`src/rtl/uncached_store_buffer.sv`:
```
// Posted-write buffer between the uncached dbus port and the cache bus arbiter.
// Define UNCACHED_STORE_BUFFER_EN to buffer stores; otherwise every access blocks until its bus beat.
module uncached_store_buffer #(
  parameter int unsigned DEPTH = 4
) (
  input  logic        clk,
  input  logic        resetn,
  input  logic        dreq_valid,
  input  logic [31:0] dreq_addr,
  input  logic [2:0]  dreq_size,
  input  logic [3:0]  dreq_strobe,
  input  logic [31:0] dreq_data,
  output logic        dresp_addr_ok,
  output logic        dresp_data_ok,
  output logic [31:0] dresp_data,
  output logic        creq_valid,
  output logic        creq_is_write,
  output logic [2:0]  creq_size,
  output logic [31:0] creq_addr,
  output logic [3:0]  creq_strobe,
  output logic [31:0] creq_data,
  output logic [3:0]  creq_len,
  input  logic        cresp_ready,
  input  logic        cresp_last,
  input  logic [31:0] cresp_data
);

  localparam logic [3:0] MLEN1 = 4'd0;

  typedef enum logic [1:0] {StIdle, StWrite, StRead} state_e;

  if (DEPTH < 2 || (DEPTH & (DEPTH - 1)) != 0) begin : g_depth_check
    $error("uncached_store_buffer: DEPTH must be a power of two >= 2");
  end

  state_e state_q;
  logic   beat_done;

  assign beat_done = cresp_ready & cresp_last;

`ifdef UNCACHED_STORE_BUFFER_EN
  localparam int unsigned PtrW   = $clog2(DEPTH);
  localparam logic [PtrW:0] DepthC = (PtrW + 1)'(DEPTH);

  logic [31:0]     fifo_addr [DEPTH];
  logic [2:0]      fifo_size [DEPTH];
  logic [3:0]      fifo_strb [DEPTH];
  logic [31:0]     fifo_data [DEPTH];
  logic [PtrW-1:0] wptr_q, rptr_q;
  logic [PtrW:0]   count_q;
  logic [31:0]     ld_addr_q;
  logic [2:0]      ld_size_q;
  logic            is_store, is_load, push, pop;

  assign is_store = dreq_valid & (|dreq_strobe);
  assign is_load  = dreq_valid & ~(|dreq_strobe);
  assign push     = is_store & (count_q < DepthC);
  assign pop      = (state_q == StWrite) & beat_done;

  always_ff @(posedge clk) begin
    if (push) begin
      fifo_addr[wptr_q] <= dreq_addr;
      fifo_size[wptr_q] <= dreq_size;
      fifo_strb[wptr_q] <= dreq_strobe;
      fifo_data[wptr_q] <= dreq_data;
    end
  end

  always_ff @(posedge clk or negedge resetn) begin
    if (!resetn) begin
      wptr_q  <= '0;
      rptr_q  <= '0;
      count_q <= '0;
    end else begin
      if (push) wptr_q <= wptr_q + 1'b1;
      if (pop)  rptr_q <= rptr_q + 1'b1;
      if (push && !pop)      count_q <= count_q + 1'b1;
      else if (pop && !push) count_q <= count_q - 1'b1;
    end
  end

  // Buffered stores always drain before a load may start, keeping program order.
  always_ff @(posedge clk or negedge resetn) begin
    if (!resetn) begin
      state_q   <= StIdle;
      ld_addr_q <= '0;
      ld_size_q <= '0;
    end else begin
      case (state_q)
        StIdle: begin
          if (count_q != '0) begin
            state_q <= StWrite;
          end else if (is_load) begin
            state_q   <= StRead;
            ld_addr_q <= dreq_addr;
            ld_size_q <= dreq_size;
          end
        end
        StWrite: if (beat_done) state_q <= StIdle;
        StRead:  if (beat_done) state_q <= StIdle;
        default: state_q <= StIdle;
      endcase
    end
  end

  always_comb begin
    creq_valid    = 1'b0;
    creq_is_write = 1'b0;
    creq_size     = '0;
    creq_addr     = '0;
    creq_strobe   = '0;
    creq_data     = '0;
    creq_len      = '0;
    dresp_addr_ok = 1'b0;
    dresp_data_ok = 1'b0;
    dresp_data    = '0;
    case (state_q)
      StWrite: begin
        creq_valid    = 1'b1;
        creq_is_write = 1'b1;
        creq_size     = fifo_size[rptr_q];
        creq_addr     = fifo_addr[rptr_q];
        creq_strobe   = fifo_strb[rptr_q];
        creq_data     = fifo_data[rptr_q];
        creq_len      = MLEN1;
      end
      StRead: begin
        creq_valid = 1'b1;
        creq_size  = ld_size_q;
        creq_addr  = ld_addr_q;
        creq_len   = MLEN1;
        if (beat_done) begin
          dresp_addr_ok = 1'b1;
          dresp_data_ok = 1'b1;
          dresp_data    = cresp_data;
        end
      end
      default: ;
    endcase
    // Posted store completes to the core as soon as it has a slot.
    if (push) begin
      dresp_addr_ok = 1'b1;
      dresp_data_ok = 1'b1;
    end
  end

`else
  logic        req_write_q;
  logic [31:0] req_addr_q, req_data_q;
  logic [2:0]  req_size_q;
  logic [3:0]  req_strb_q;

  always_ff @(posedge clk or negedge resetn) begin
    if (!resetn) begin
      state_q     <= StIdle;
      req_write_q <= 1'b0;
      req_addr_q  <= '0;
      req_data_q  <= '0;
      req_size_q  <= '0;
      req_strb_q  <= '0;
    end else begin
      case (state_q)
        StIdle: begin
          if (dreq_valid) begin
            state_q     <= StRead;
            req_write_q <= |dreq_strobe;
            req_addr_q  <= dreq_addr;
            req_data_q  <= dreq_data;
            req_size_q  <= dreq_size;
            req_strb_q  <= dreq_strobe;
          end
        end
        StRead:  if (beat_done) state_q <= StIdle;
        default: state_q <= StIdle;
      endcase
    end
  end

  always_comb begin
    creq_valid    = 1'b0;
    creq_is_write = 1'b0;
    creq_size     = '0;
    creq_addr     = '0;
    creq_strobe   = '0;
    creq_data     = '0;
    creq_len      = '0;
    dresp_addr_ok = 1'b0;
    dresp_data_ok = 1'b0;
    dresp_data    = '0;
    if (state_q == StRead) begin
      creq_valid    = 1'b1;
      creq_is_write = req_write_q;
      creq_size     = req_size_q;
      creq_addr     = req_addr_q;
      creq_strobe   = req_strb_q;
      creq_data     = req_write_q ? req_data_q : '0;
      creq_len      = MLEN1;
      if (beat_done) begin
        dresp_addr_ok = 1'b1;
        dresp_data_ok = 1'b1;
        dresp_data    = req_write_q ? '0 : cresp_data;
      end
    end
  end
`endif

endmodule

```
`config.mk`:
```
export PLATFORM = sky130hd
export DESIGN_NAME = uncached_store_buffer
export DESIGN_NICKNAME = d
export VERILOG_FILES = /design/src/rtl/uncached_store_buffer.sv
export SDC_FILE = /design/constraint.sdc
export NUM_CORES = 1
export LEC_CHECK = 0
export CAP_MARGIN = 20
export CORE_ASPECT_RATIO = 1.4
export CORE_MARGIN = 4
export CORE_UTILIZATION = 39
export DETAILED_ROUTE_END_ITERATION = 7
export PLACE_DENSITY = 0.89
export RECOVER_POWER = 50
export SYNTH_ARGS = -nofsm -noshare
export SYNTH_HDL_FRONTEND = slang
export SYNTH_SLANG_ARGS = --single-unit
```
`constraint.sdc`:
```
create_clock -name clk -period 1.4 [get_ports clk]
set_input_delay 0.28 -clock clk [delete_from_list [all_inputs] [get_ports clk]]
set_output_delay 0.28 -clock clk [all_outputs]
set_load 0.02 [all_outputs]
```
==> run summary <==
Crit path launch type = register
Die height = 125 µm
Hold crit path type = register to register
Critical path's top delay family = simple AND/OR/NAND/NOR gates
VDD IR-drop max = 0.000962 V
Seq. cell area = 1830 µm²
Routed via count = 3393
Utilization after layout = 0.811
Number of synthesis warnings = 0
Top cells by count, synth = dfrtp_1, and2_1, mux2_4, and3_1, clkbuf_1
Clock tree from TritonCTS = yes
Top Ports = 219
Commonest register cell after synthesis = dfrtp_1
Port Buffer Count = 214
Synth area leader = dfrtp_1
Setup_tns = -63.12 ns
Initial antenna violation count = 0
Buf/Inv on CP = 3
Pwr Total = 10.6 mW
All-Layer GR Usage = 0.235
Initial DRC Count = 144
Inserted Diodes = 0
Antenna-violating nets left = 0
Max Cap Viol = 0
Fin Clk Skew = 0.00832 ns
Setup WS pre-CTS = -0.840 ns
Htree depth = 3
Clk buf depth = 2
Vias in the first global route = 3674
Number of synthesized flops with an enable pin = 0
Worst path max stage delay = 0.43 ns
R2R Path End = req_addr_q[6]
Crit Path Class = register to primary output
Layout area overhead = 103%
Maximum fanout along the worst path = 8
Failing checks = negative setup slack
Initial core utilization = 0.400
Core area = 9510 µm²
Worst-margin pin slew = 0.678 ns
Post-synthesis area per instance = 13.4 µm²
Slew margin rel. = 0.548
Synthesized flop and latch total = 73
HPWL Detailed = 8500 µm
Worst path required time = 1.12 ns
P per Cell Area = 1370 nW/µm²
WL final = 15900 µm
Final Worst Setup Slack = -0.522 ns
Share of layout cells above drive strength 1 = 0.664
Post-synth cell types = 15
RSZ-0062 raised after global routing = true
Synth top area cells = dfrtp_1, mux2_4, and2_1, and3_1, buf_8
DR vias/cell = 4.99
Tcrit/Tclk final = 1.37
CTS Sinks = 73
First-pass GRT wire length = 20900 µm
DRT Pass-1 Iters = 4
Post-synth ARST share = 1.00
R2R Setup Slk = -0.40 ns
Largest net degree at the start of global routing = 74
Final Hold Fails = 0
Syn Std Cell Area = 3800 µm²
Crit Reg-Reg Startpoint = state_q[1]
Die Wd = 91.4 µm
DRC errors left = 0
Worst path slowest cell = dfrtp_2
Critical path arrival = 1.64 ns
Slew Limit Fails = 0
Cell count after synthesis = 283
Cell Chain, Critical Path = and4b_2, buf_6, clkbuf_16, and2_4, buf_6
Setup crit end = dresp_data[18]
Pleak = 3.58 nW
Status = finished, violations left
Total gr overflow = 0
Number of fillers in the final layout = 483
Element type at the critical path end = primary output
CTS Buf Count = 9
CP Depth = 5
Minimum clock period = 1.92 ns
Worst skew pair latency = 0.32 ns
Count leader, synth = dfrtp_1
Clock input transition at the sequential cells of the worst setup and hold paths = 0.06 ns
Site Rows = 42
Worst r2r path cells = 8
Routability cong. = 0.804
Area occupied by multi-input gates = 2130 µm²
Wirelength per Cell = 23.4 µm
Yosys top cell area share = 0.481
Root Driver = clkbuf_16
Final setup fails = 180
Fin nets = 651
Total Die Area = 11400 µm²
Crit path from = req_write_q
Sequential area share after synthesis = 0.481
CP most frequent cell = buf_6
Peak Freq = 0.520 GHz
==> routing by layer <==
metal  global-route usage  wire [µm]
met3               0.0568        960
met5                    0          0
met2                0.433       8830
met1                0.258       5700
met4               0.0773        420
==> sequential cells by signal (all words and copies together), names as in the netlist <==
name,count
req_strb_q,4
state_q,1
req_write_q,1
req_data_q,32
req_size_q,3
req_addr_q,32
==> worst register-to-register path: stages (launching register included) <==
cell and delay, ns:
dfrtp_2 0.45, buf_8 0.16, buf_16 0.13, nor2b_4 0.15, buf_12 0.13, buf_12 0.14, buf_12 0.12, buf_8 0.11
mux2_4 0.31
==> kinds of logic (layout without fill, tap and decap cells) <==
logic type / count (synthesis) / in the layout / synth area share
other: 1 / 4 / 0.000987
muxes: 72 / 72 / 0.283
buffers and inverters: 27 / 289 / 0.0547
DFF: 73 / 73 / 0.481
and+or+nand+nor: 110 / 110 / 0.181
==> metrics by stage <==
step	instances	cell area [µm²]	hold WS [ns]
floorplan	286	3850	-0.0156
CTS	671	7150	0.505
detailed placement	620	6150	0.328
global route	680	7720	0.526
global placement	620	6150	0.324
finish	680	7720	0.514
==> cells in the final DEF (no fill, tap or decap) <==
cell | Yosys | layout
clkinv_2 | 0 | 1
and2_4 | 0 | 61
clkinvlp_4 | 0 | 2
and4b_2 | 0 | 1
clkbuf_4 | 0 | 1
buf_12 | 0 | 14
nor2b_4 | 0 | 1
inv_6 | 0 | 1
buf_8 | 7 | 10
nor2_1 | 2 | 1
bufinv_16 | 0 | 2
and2_2 | 0 | 11
buf_16 | 0 | 8
dfrtp_1 | 73 | 71
dfrtp_2 | 0 | 2
or4_1 | 1 | 1
mux2_4 | 70 | 72
clkdlybuf4s50_1 | 0 | 106
clkbuf_16 | 0 | 14
nor2_2 | 0 | 1
and3_4 | 0 | 33
dlygate4sd3_1 | 0 | 1
clkbuf_8 | 0 | 1
buf_4 | 5 | 7
conb_1 | 1 | 4
buf_6 | 1 | 121
==> report_power, final <==
part / total (mW) / switching, mW / internal [mW]
sequential: 3.08 / 0.410 / 2.67
combinational: 5.01 / 1.88 / 3.13
clock: 2.51 / 0.895 / 1.61
==> how the worst min path moves through the flow <==
stage,start,cells after the start,slack [ns],end
detailed placement,resetn,2,0.33,req_addr_q[10]
CTS,req_data_q[5],1,0.50,req_data_q[5]
finish,req_addr_q[27],1,0.51,req_addr_q[27]
floorplan,resetn,0,-0.02,req_addr_q[0]
global placement,resetn,2,0.32,req_addr_q[8]
global route,req_addr_q[20],1,0.53,req_addr_q[20]
==> cell type report <==
class                      count  share of cell area
clock buffer                  10              0.0310
clock inverter                 6              0.0115
multi-input combinational    186               0.276
sequential                    73               0.237
tap                          132              0.0214
timing repair buffer         273               0.424
==> what timing repair did <==
| action | in CTS | in global routing |
|---|---|---|
| cloned | 12 | 6 |
| gates resized for setup | 629 | 168 |
| buffers inserted | 22 | 10 |
| endpoints found under the hold margin | 73 | 0 |
| setup endpoints to repair | 178 | 179 |
| pin swaps | 0 | 20 |
| hold buffers | 1 | 0 |
(Power assumes the default switching activity.)
